**config.mk**
```make
export PLATFORM = sky130hd
export DESIGN_NAME = cnt8_seq_ctrl_flat
export DESIGN_NICKNAME = d
export VERILOG_FILES = /design/src/rtl/cnt8_seq_ctrl_if.sv /design/src/rtl/cnt8_seq_ctrl.sv /design/src/flat_wrapper.sv
export SDC_FILE = /design/constraint.sdc
export NUM_CORES = 1
export LEC_CHECK = 0
export ABC_AREA = 1
export CORE_MARGIN = 8
export CORE_UTILIZATION = 37
export CTS_CLUSTER_SIZE = 25
export DETAILED_ROUTE_END_ITERATION = 12
export PLACE_DENSITY = 0.8
export SYNTH_ARGS = -nofsm -noshare
export SYNTH_HDL_FRONTEND = slang
export SYNTH_SLANG_ARGS = --single-unit
```
**constraint.sdc**
```tcl
create_clock -name clk -period 1.2 [get_ports clk]
set_input_delay 0.24 -clock clk [delete_from_list [all_inputs] [get_ports clk]]
set_output_delay 0.24 -clock clk [all_outputs]
set_load 0.005 [all_outputs]
```
**src/rtl/cnt8_seq_ctrl_if.sv**
```systemverilog
// cnt8_seq_ctrl_if: control/data bus between the sequencer and one cnt8-style counter
interface cnt8_seq_ctrl_if #(parameter int WIDTH = 8);
    logic             cnt_pl;
    logic [WIDTH-1:0] cnt_din;
    logic             cnt_encnt;
    logic             cnt_inc;
    logic             cnt_dec;
    logic             cnt_cin;
    logic [WIDTH-1:0] cnt_dout;
    modport master(output cnt_pl, cnt_din, cnt_encnt, cnt_inc, cnt_dec, cnt_cin, input cnt_dout);
    modport slave(input cnt_pl, cnt_din, cnt_encnt, cnt_inc, cnt_dec, cnt_cin, output cnt_dout);
endinterface

```
**src/rtl/cnt8_seq_ctrl.sv**
```systemverilog
// cnt8_seq_ctrl: loads a counter, runs it to its terminal value for N passes (pause via CNT_CTRL_PAUSE_EN)
module cnt8_seq_ctrl #(
    parameter int WIDTH  = 8,
    parameter int PASS_W = 4
) (
    input  logic              clk,
    input  logic              reset,
    input  logic              start_i,
    input  logic              mode_up_i,
    input  logic [WIDTH-1:0]  load_val_i,
    input  logic [PASS_W-1:0] passes_i,
    input  logic              abort_i,
`ifdef CNT_CTRL_PAUSE_EN
    input  logic              pause_i,
`endif
    output logic              ready_o,
    output logic              busy_o,
    output logic              tick_o,
    output logic              done_o,
    output logic [PASS_W-1:0] pass_cnt_o,
    cnt8_seq_ctrl_if.master   cnt
);
    typedef enum logic [1:0] {IDLE, LOAD, RUN, DONE} state_t;
    state_t            state_q;
    logic              up_q;
    logic [WIDTH-1:0]  val_q;
    logic [PASS_W-1:0] np_q;
    logic [PASS_W-1:0] pass_q;
    logic [PASS_W-1:0] pass_d;
    logic              pause;
    logic              at_term;
    logic              run;
    logic              act;
`ifdef CNT_CTRL_PAUSE_EN
    assign pause = pause_i;
`else
    assign pause = 1'b0;
`endif
    assign at_term        = cnt.cnt_dout == {WIDTH{up_q}};
    assign run            = state_q == RUN && !abort_i && !pause;
    assign act            = state_q != IDLE && !abort_i;
    assign pass_d         = pass_q + PASS_W'(1);
    assign ready_o        = state_q == IDLE;
    assign busy_o         = state_q != IDLE;
    assign tick_o         = run && at_term;
    assign done_o         = state_q == DONE && !abort_i;
    assign pass_cnt_o     = pass_q;
    assign cnt.cnt_pl     = state_q == LOAD && !abort_i;
    assign cnt.cnt_din    = cnt.cnt_pl ? val_q : '0;
    assign cnt.cnt_encnt  = run && !at_term;
    assign cnt.cnt_inc    = act && up_q;
    assign cnt.cnt_dec    = act && !up_q;
    assign cnt.cnt_cin    = 1'b0;
    // sequencer: accept, load, run to terminal, reload or finish; abort drops straight to idle
    always_ff @(posedge clk) begin
        if (reset) begin
            state_q <= IDLE;
            up_q    <= 1'b0;
            val_q   <= '0;
            np_q    <= '0;
            pass_q  <= '0;
        end else if (abort_i && state_q != IDLE) begin
            state_q <= IDLE;
        end else begin
            case (state_q)
                IDLE: if (start_i) begin
                    up_q    <= mode_up_i;
                    val_q   <= load_val_i;
                    np_q    <= passes_i == '0 ? PASS_W'(1) : passes_i;
                    pass_q  <= '0;
                    state_q <= LOAD;
                end
                LOAD: state_q <= RUN;
                RUN: if (tick_o) begin
                    pass_q  <= pass_d;
                    state_q <= pass_d == np_q ? DONE : LOAD;
                end
                DONE: state_q <= IDLE;
                default: state_q <= IDLE;
            endcase
        end
    end
endmodule
```
**src/flat_wrapper.sv**
```systemverilog
// flat-port wrapper written by rule: the top's interface ports become plain ports
module cnt8_seq_ctrl_flat 
#(
    parameter int WIDTH  = 8,
    parameter int PASS_W = 4
)
  (clk, reset, start_i, mode_up_i, load_val_i, passes_i, abort_i, ready_o, busy_o, tick_o, done_o, pass_cnt_o, cnt_cnt_pl, cnt_cnt_din, cnt_cnt_encnt, cnt_cnt_inc, cnt_cnt_dec, cnt_cnt_cin, cnt_cnt_dout);
  cnt8_seq_ctrl_if #(.WIDTH(WIDTH)) cnt_i ();
  input  logic clk;
  input  logic reset;
  input  logic start_i;
  input  logic mode_up_i;
  input  logic [WIDTH-1:0] load_val_i;
  input  logic [PASS_W-1:0] passes_i;
  input  logic abort_i;
  output logic ready_o;
  output logic busy_o;
  output logic tick_o;
  output logic done_o;
  output logic [PASS_W-1:0] pass_cnt_o;
  output wire logic [$bits(cnt_i.cnt_pl)-1:0] cnt_cnt_pl;
  output wire logic [$bits(cnt_i.cnt_din)-1:0] cnt_cnt_din;
  output wire logic [$bits(cnt_i.cnt_encnt)-1:0] cnt_cnt_encnt;
  output wire logic [$bits(cnt_i.cnt_inc)-1:0] cnt_cnt_inc;
  output wire logic [$bits(cnt_i.cnt_dec)-1:0] cnt_cnt_dec;
  output wire logic [$bits(cnt_i.cnt_cin)-1:0] cnt_cnt_cin;
  input wire logic [$bits(cnt_i.cnt_dout)-1:0] cnt_cnt_dout;
  assign cnt_cnt_pl = cnt_i.cnt_pl;
  assign cnt_cnt_din = cnt_i.cnt_din;
  assign cnt_cnt_encnt = cnt_i.cnt_encnt;
  assign cnt_cnt_inc = cnt_i.cnt_inc;
  assign cnt_cnt_dec = cnt_i.cnt_dec;
  assign cnt_cnt_cin = cnt_i.cnt_cin;
  assign cnt_i.cnt_dout = cnt_cnt_dout;
  cnt8_seq_ctrl #(.WIDTH(WIDTH), .PASS_W(PASS_W)) u_core (.clk(clk), .reset(reset), .start_i(start_i), .mode_up_i(mode_up_i), .load_val_i(load_val_i), .passes_i(passes_i), .abort_i(abort_i), .ready_o(ready_o), .busy_o(busy_o), .tick_o(tick_o), .done_o(done_o), .pass_cnt_o(pass_cnt_o), .cnt(cnt_i));
endmodule
```
# ---- Yosys cells after proc, flatten, opt, wreduce, memory -nomap -nowiden
# Cells that the tools add are included.
dict set report totals {
  ff_bits 19
  in_bits 25
  output_inout_bits 21
  word_cells 43
}
dict set report classes {
  n_bitwise 1
  n_addsub 1
  eq_ne 7
  n_mux 9
  reduce_logical 20
}
# cell n
set op_table {}
lappend op_table {{two-way mux 4 bit} 3}
lappend op_table {{logical AND 1 bit} 9}
lappend op_table {{equality test 8 bit} 1}
lappend op_table {{two-way mux 8 bit} 1}
lappend op_table {{case mux 2 bit (4 select lines)} 1}
lappend op_table {{case mux 4 bit (2 select lines)} 1}
lappend op_table {{two-way mux 2 bit} 3}
lappend op_table {{adder 4 x 1 -> 4 bit (second input constant)} 1}
lappend op_table {{equality test 2 bit (second input constant)} 2}
lappend op_table {{equality test 4 bit} 1}
lappend op_table {{zero test 4 bit} 1}
lappend op_table {{!= test 2 bit (second input constant)} 2}
lappend op_table {{AND reduction 4 bit} 1}
lappend op_table {{nonzero test 2 bit} 2}
lappend op_table {{zero test 1 bit} 3}
lappend op_table {{AND reduction 3 bit} 1}
lappend op_table {{equality test 2 x 1 -> 1 bit (second input constant)} 1}
lappend op_table {{zero test 2 bit} 1}
lappend op_table {{AND reduction 2 bit} 1}
lappend op_table {{OR reduction 2 bit} 1}
lappend op_table {{inverter 1 bit} 1}

# ---- Longest topological paths before layout
dict set report depth {
  word_depth 5
  ltp_mapped 11
  depth_no_buf 11
}

# ---- Least setup slack after synthesis
# OpenSTA, ideal clock, no wires.
dict set report synth_path {
  path_kind {register -> register}
  start {register u_core.pass_q[0] (netlist: u_core.pass_cnt_o[0])}
  end {register u_core.state_q[1]}
  setup_slack_ns -0.080
  arrival_ns 1.171
  path_stages_with_launch 10
  n_path_buf 0
  path_cell_list {dfxtp_1 > ha_1 > nor2_1 > nor2_1 > nand3_1 > nor2_1 > nand2_1 > nand3_1 > nand2_1 > inv_1}
}
dict set report synth_via {
  elab_chain_len 5
}
# element line
set synth_rtl {}
lappend synth_rtl {{start, declared} cnt8_seq_ctrl.sv:28} ;# logic [PASS_W-1:0] pass_q;
lappend synth_rtl {{start signal, assigned} cnt8_seq_ctrl.sv:75} ;# pass_q <= pass_d;
lappend synth_rtl {{adder 4 x 1 -> 4 bit} cnt8_seq_ctrl.sv:42} ;# assign pass_d = pass_q + PASS_W'(1);
lappend synth_rtl {{equality test 4 bit} cnt8_seq_ctrl.sv:76} ;# state_q <= pass_d == np_q ? DONE : LOAD;
lappend synth_rtl {{two-way mux 2 bit} cnt8_seq_ctrl.sv:76}
lappend synth_rtl {{two-way mux 2 bit} cnt8_seq_ctrl.sv:74} ;# RUN: if (tick_o) begin
lappend synth_rtl {{case mux 2 bit (4 select lines)} cnt8_seq_ctrl.sv:65} ;# case (state_q)
lappend synth_rtl {{end signal, assigned} cnt8_seq_ctrl.sv:76}
lappend synth_rtl {{end, declared} cnt8_seq_ctrl.sv:24} ;# state_t state_q;
# No other way between the ends. The select of a mux whose other input is x is not followed.
# A chain may end at the register's enable or synchronous reset.

# ---- Worst setup path after layout
dict set report layout_path {
  start {register u_core.up_q}
  end {output port tick_o}
}
dict set report layout_via {
  elab_chain_len 2
}
# element line
set layout_rtl {}
lappend layout_rtl {{start, declared} cnt8_seq_ctrl.sv:25} ;# logic up_q;
lappend layout_rtl {{start signal, assigned} cnt8_seq_ctrl.sv:67} ;# up_q <= mode_up_i;
lappend layout_rtl {{equality test 8 bit} cnt8_seq_ctrl.sv:39} ;# assign at_term = cnt.cnt_dout == {WIDTH{up_q}};
lappend layout_rtl {{logical AND 1 bit} cnt8_seq_ctrl.sv:45} ;# assign tick_o = run && at_term;
lappend layout_rtl {{end, declared} flat_wrapper.sv:18} ;# output logic tick_o;
# No other way between the ends.

==> qor.txt <==
Status: finished, violations left
Failing checks: negative setup slack
Sequential area share after synthesis: 0.3680
Horiz. Die Dim: 68.85 µm
Clk sink count: 19
Worst-Skew Late Latency: 0.31 ns
GR Layer Usage met2: 0.2957
Number of global-route vias before repair: 1,381
Leakage power: 0.9816 nW
Via count: 1,389
Largest net degree at the start of global routing: 18
Tot GR Track Use: 0.1647
Crit. End Element: primary output
H-tree Lvls: 1
CTS Root Cell: clkbuf_4
DR vias/cell: 5.183
IO Count: 46
Async SR Flop Fraction: 0
Most common cell in the netlist: nand2_1
Initial antenna violation count: 0
Final setup violation count: 35
Die Height: 68.85 µm
Final hold vios: 0
FF+latch count, synth: 19
Synth unique cells: 22
Worst hold path class: reg2reg
Crit start category: flip-flop
Cell count after synthesis: 160
Met3 Usage GRT: 0.05493
Final Critical Period: 1.533 ns
Clock transition at path regs: 0.12 ns
Post-route setup slack: -0.3334 ns
Cell Pwr Density: 828.3 nW/µm²
Final wirelength: 4001 µm
Crit path DAT: 1.29 ns
Maximum clock path buffer count: 2
Global-route wire length before repair: 5975 µm
Remaining DRCs: 0
Synth area leaders: dfxtp_1, nand2_1, inv_1, a21oi_1, nor2_1
CTS Buf Count: 3
FMAX: 0.6521 GHz
Port bufs: 44
Cell taking the most area after synthesis: dfxtp_1
Ys Warns: 0
Remaining antenna violation count: 0
Post-synth EDFFs: 0
Crit-path max FO: 3
Initial DRC count: 58
End-of-flow core utilization: 0.7507
Slowest stage delay, CP: 0.35 ns
Initial Utilization: 0.3813
Post-Syn Area per Cell: 6.459 µm²
RSZ-0062 raised after global routing: yes
Routed length per instance: 14.93 µm
Critical Path RT: 0.96 ns
Slowest CP cell: dfxtp_2
Overall power: 0.001685 W
Cts hold-fix bufs: 0
CTS tree: yes
Fraction of layout instances using a drive strength above 1: 0.4641
Layout overhead on the synthesized area: 96.85%
M1 GR Usage: 0.1744
Commonest cells in the netlist: nand2_1, inv_1, nor2_1
RePlAce Congestion: 0.8097
First-pass DRT Iterations: 4
Kind of critical path: reg2out
Clk_skew: 0.007385 ns
Net Count, Synth: 186
Detailed placement HPWL: 2210 µm
Final #Nets: 264
Critical path, cell by cell: or2_1 -> nor2_1 -> nand2_1 -> nand2_2 -> nand2_4 -> clkinv_4 -> buf_6
Die footprint: 4740 µm²
Core Box Area: 2710 µm²
Antenna cells: 0
Row count: 19
Slew Limit Fails: 0
Layout fillers: 198
Primary FF master, synth: dfxtp_1
Share of the synthesized area in the top cell type: 0.3680
Grt total ovfl: 0
Max cap viols: 0
Synthesized cell area: 1033 µm²
Worst VDD drop: 0.8430 mV
Crit share post-route: 1.278
Gr busiest metal: met2
worst max-delay path: cells and delay by family (launching register included):
kind          cells  cell delay, ns
buf+inv           2            0.13
flops             1            0.35
simple gates      5            0.51
power breakdown:
part           leakage [nW]  internal (W)  switching (W)
registers             0.160      0.000685      0.0000252
logic                 0.804      0.000321       0.000304
clock network        0.0177      0.000125       0.000225
total                 0.982       0.00113       0.000555
area by class of cell:
type / instances / area, µm² / area share
Multi-Input combinational cell: 110 / 737.0 / 0.3622
Timing Repair Buffer: 78 / 732.0 / 0.3598
Sequential cell: 19 / 391.6 / 0.1925
Inverter: 26 / 107.6 / 0.05289
Tap cell: 31 / 38.79 / 0.01907
Clock buffer: 3 / 22.52 / 0.01107
Clock inverter: 1 / 5.005 / 0.002460
layer usage:
metal  vias up  wire [µm]
met5         -          0
met3        11        315
met2        70       2061
met1       648       1528
met4         0         95
li1        660          -
registers in the layout, indices dropped and copies added, names as in the netlist:
signal,count
u_core.val_q,8
u_core.np_q,4
u_core.pass_cnt_o,4
u_core.state_q,2
u_core.up_q,1
cells by family (layout without fill, tap and decap cells):
logic type               after synthesis  in the layout  synth area share
AND/OR/NAND/NOR                       76             76            0.3341
AO/OA/AOI/OAI                         32             32            0.1550
buffers and inverters                 31            108            0.1271
flip-flops                            19             19            0.3680
adder cells (fa/ha/maj)                1              1           0.01210
other                                  1              1          0.003628
stage by stage:
| stage | std cells | hold WS, ns | worst slack [ns] | area [µm²] | setup TNS (ns) |
|---|---|---|---|---|---|
| finish | 268 | 0.4647 | -0.3334 | 2034 | -7.737 |
| global placement | 247 | 0.4389 | -0.7745 | 1634 | -13.42 |
| detailed placement | 247 | 0.4474 | -0.7799 | 1634 | -13.52 |
| global route | 268 | 0.4911 | -0.3846 | 2034 | -9.574 |
| floorplan | 160 | 0.3091 | 0.003206 | 1035 | 0 |
| CTS | 266 | 0.4622 | -0.3171 | 1884 | -6.589 |
repair_timing:
item                                    4_1_cts  5_1_grt
endpoints found under the setup margin       31       35
endpoints found under the hold margin         0        0
gates cloned                                  2        0
pin swaps                                     8        9
buffers inserted                             14        2
gates resized for setup                     133       32
path summary, 6_finish.rpt:
| kind | startpoint | to | slack (ns) | cells past startpoint |
|---|---|---|---|---|
| max | u_core.up_q | tick_o | -0.33 | 7 |
| min | u_core.val_q[2] | u_core.val_q[2] | 0.46 | 2 |
| max reg2reg | u_core.up_q | u_core.state_q[1] | -0.30 | 11 |
| min reg2reg | u_core.val_q[2] | u_core.val_q[2] | 0.46 | 2 |
layout by cell type (no fill, tap or decap), drive strengths merged, types with 6 or more instances in the layout:
cell type      instances
nor2                  26
a21oi                 18
nand2                 30
dlygate4sd2            6
dfxtp                 19
nand3                 10
o21ai                 14
inv                   24
clkdlybuf4s50         18
buf                   50
Power figures use the tool's default switching activity.
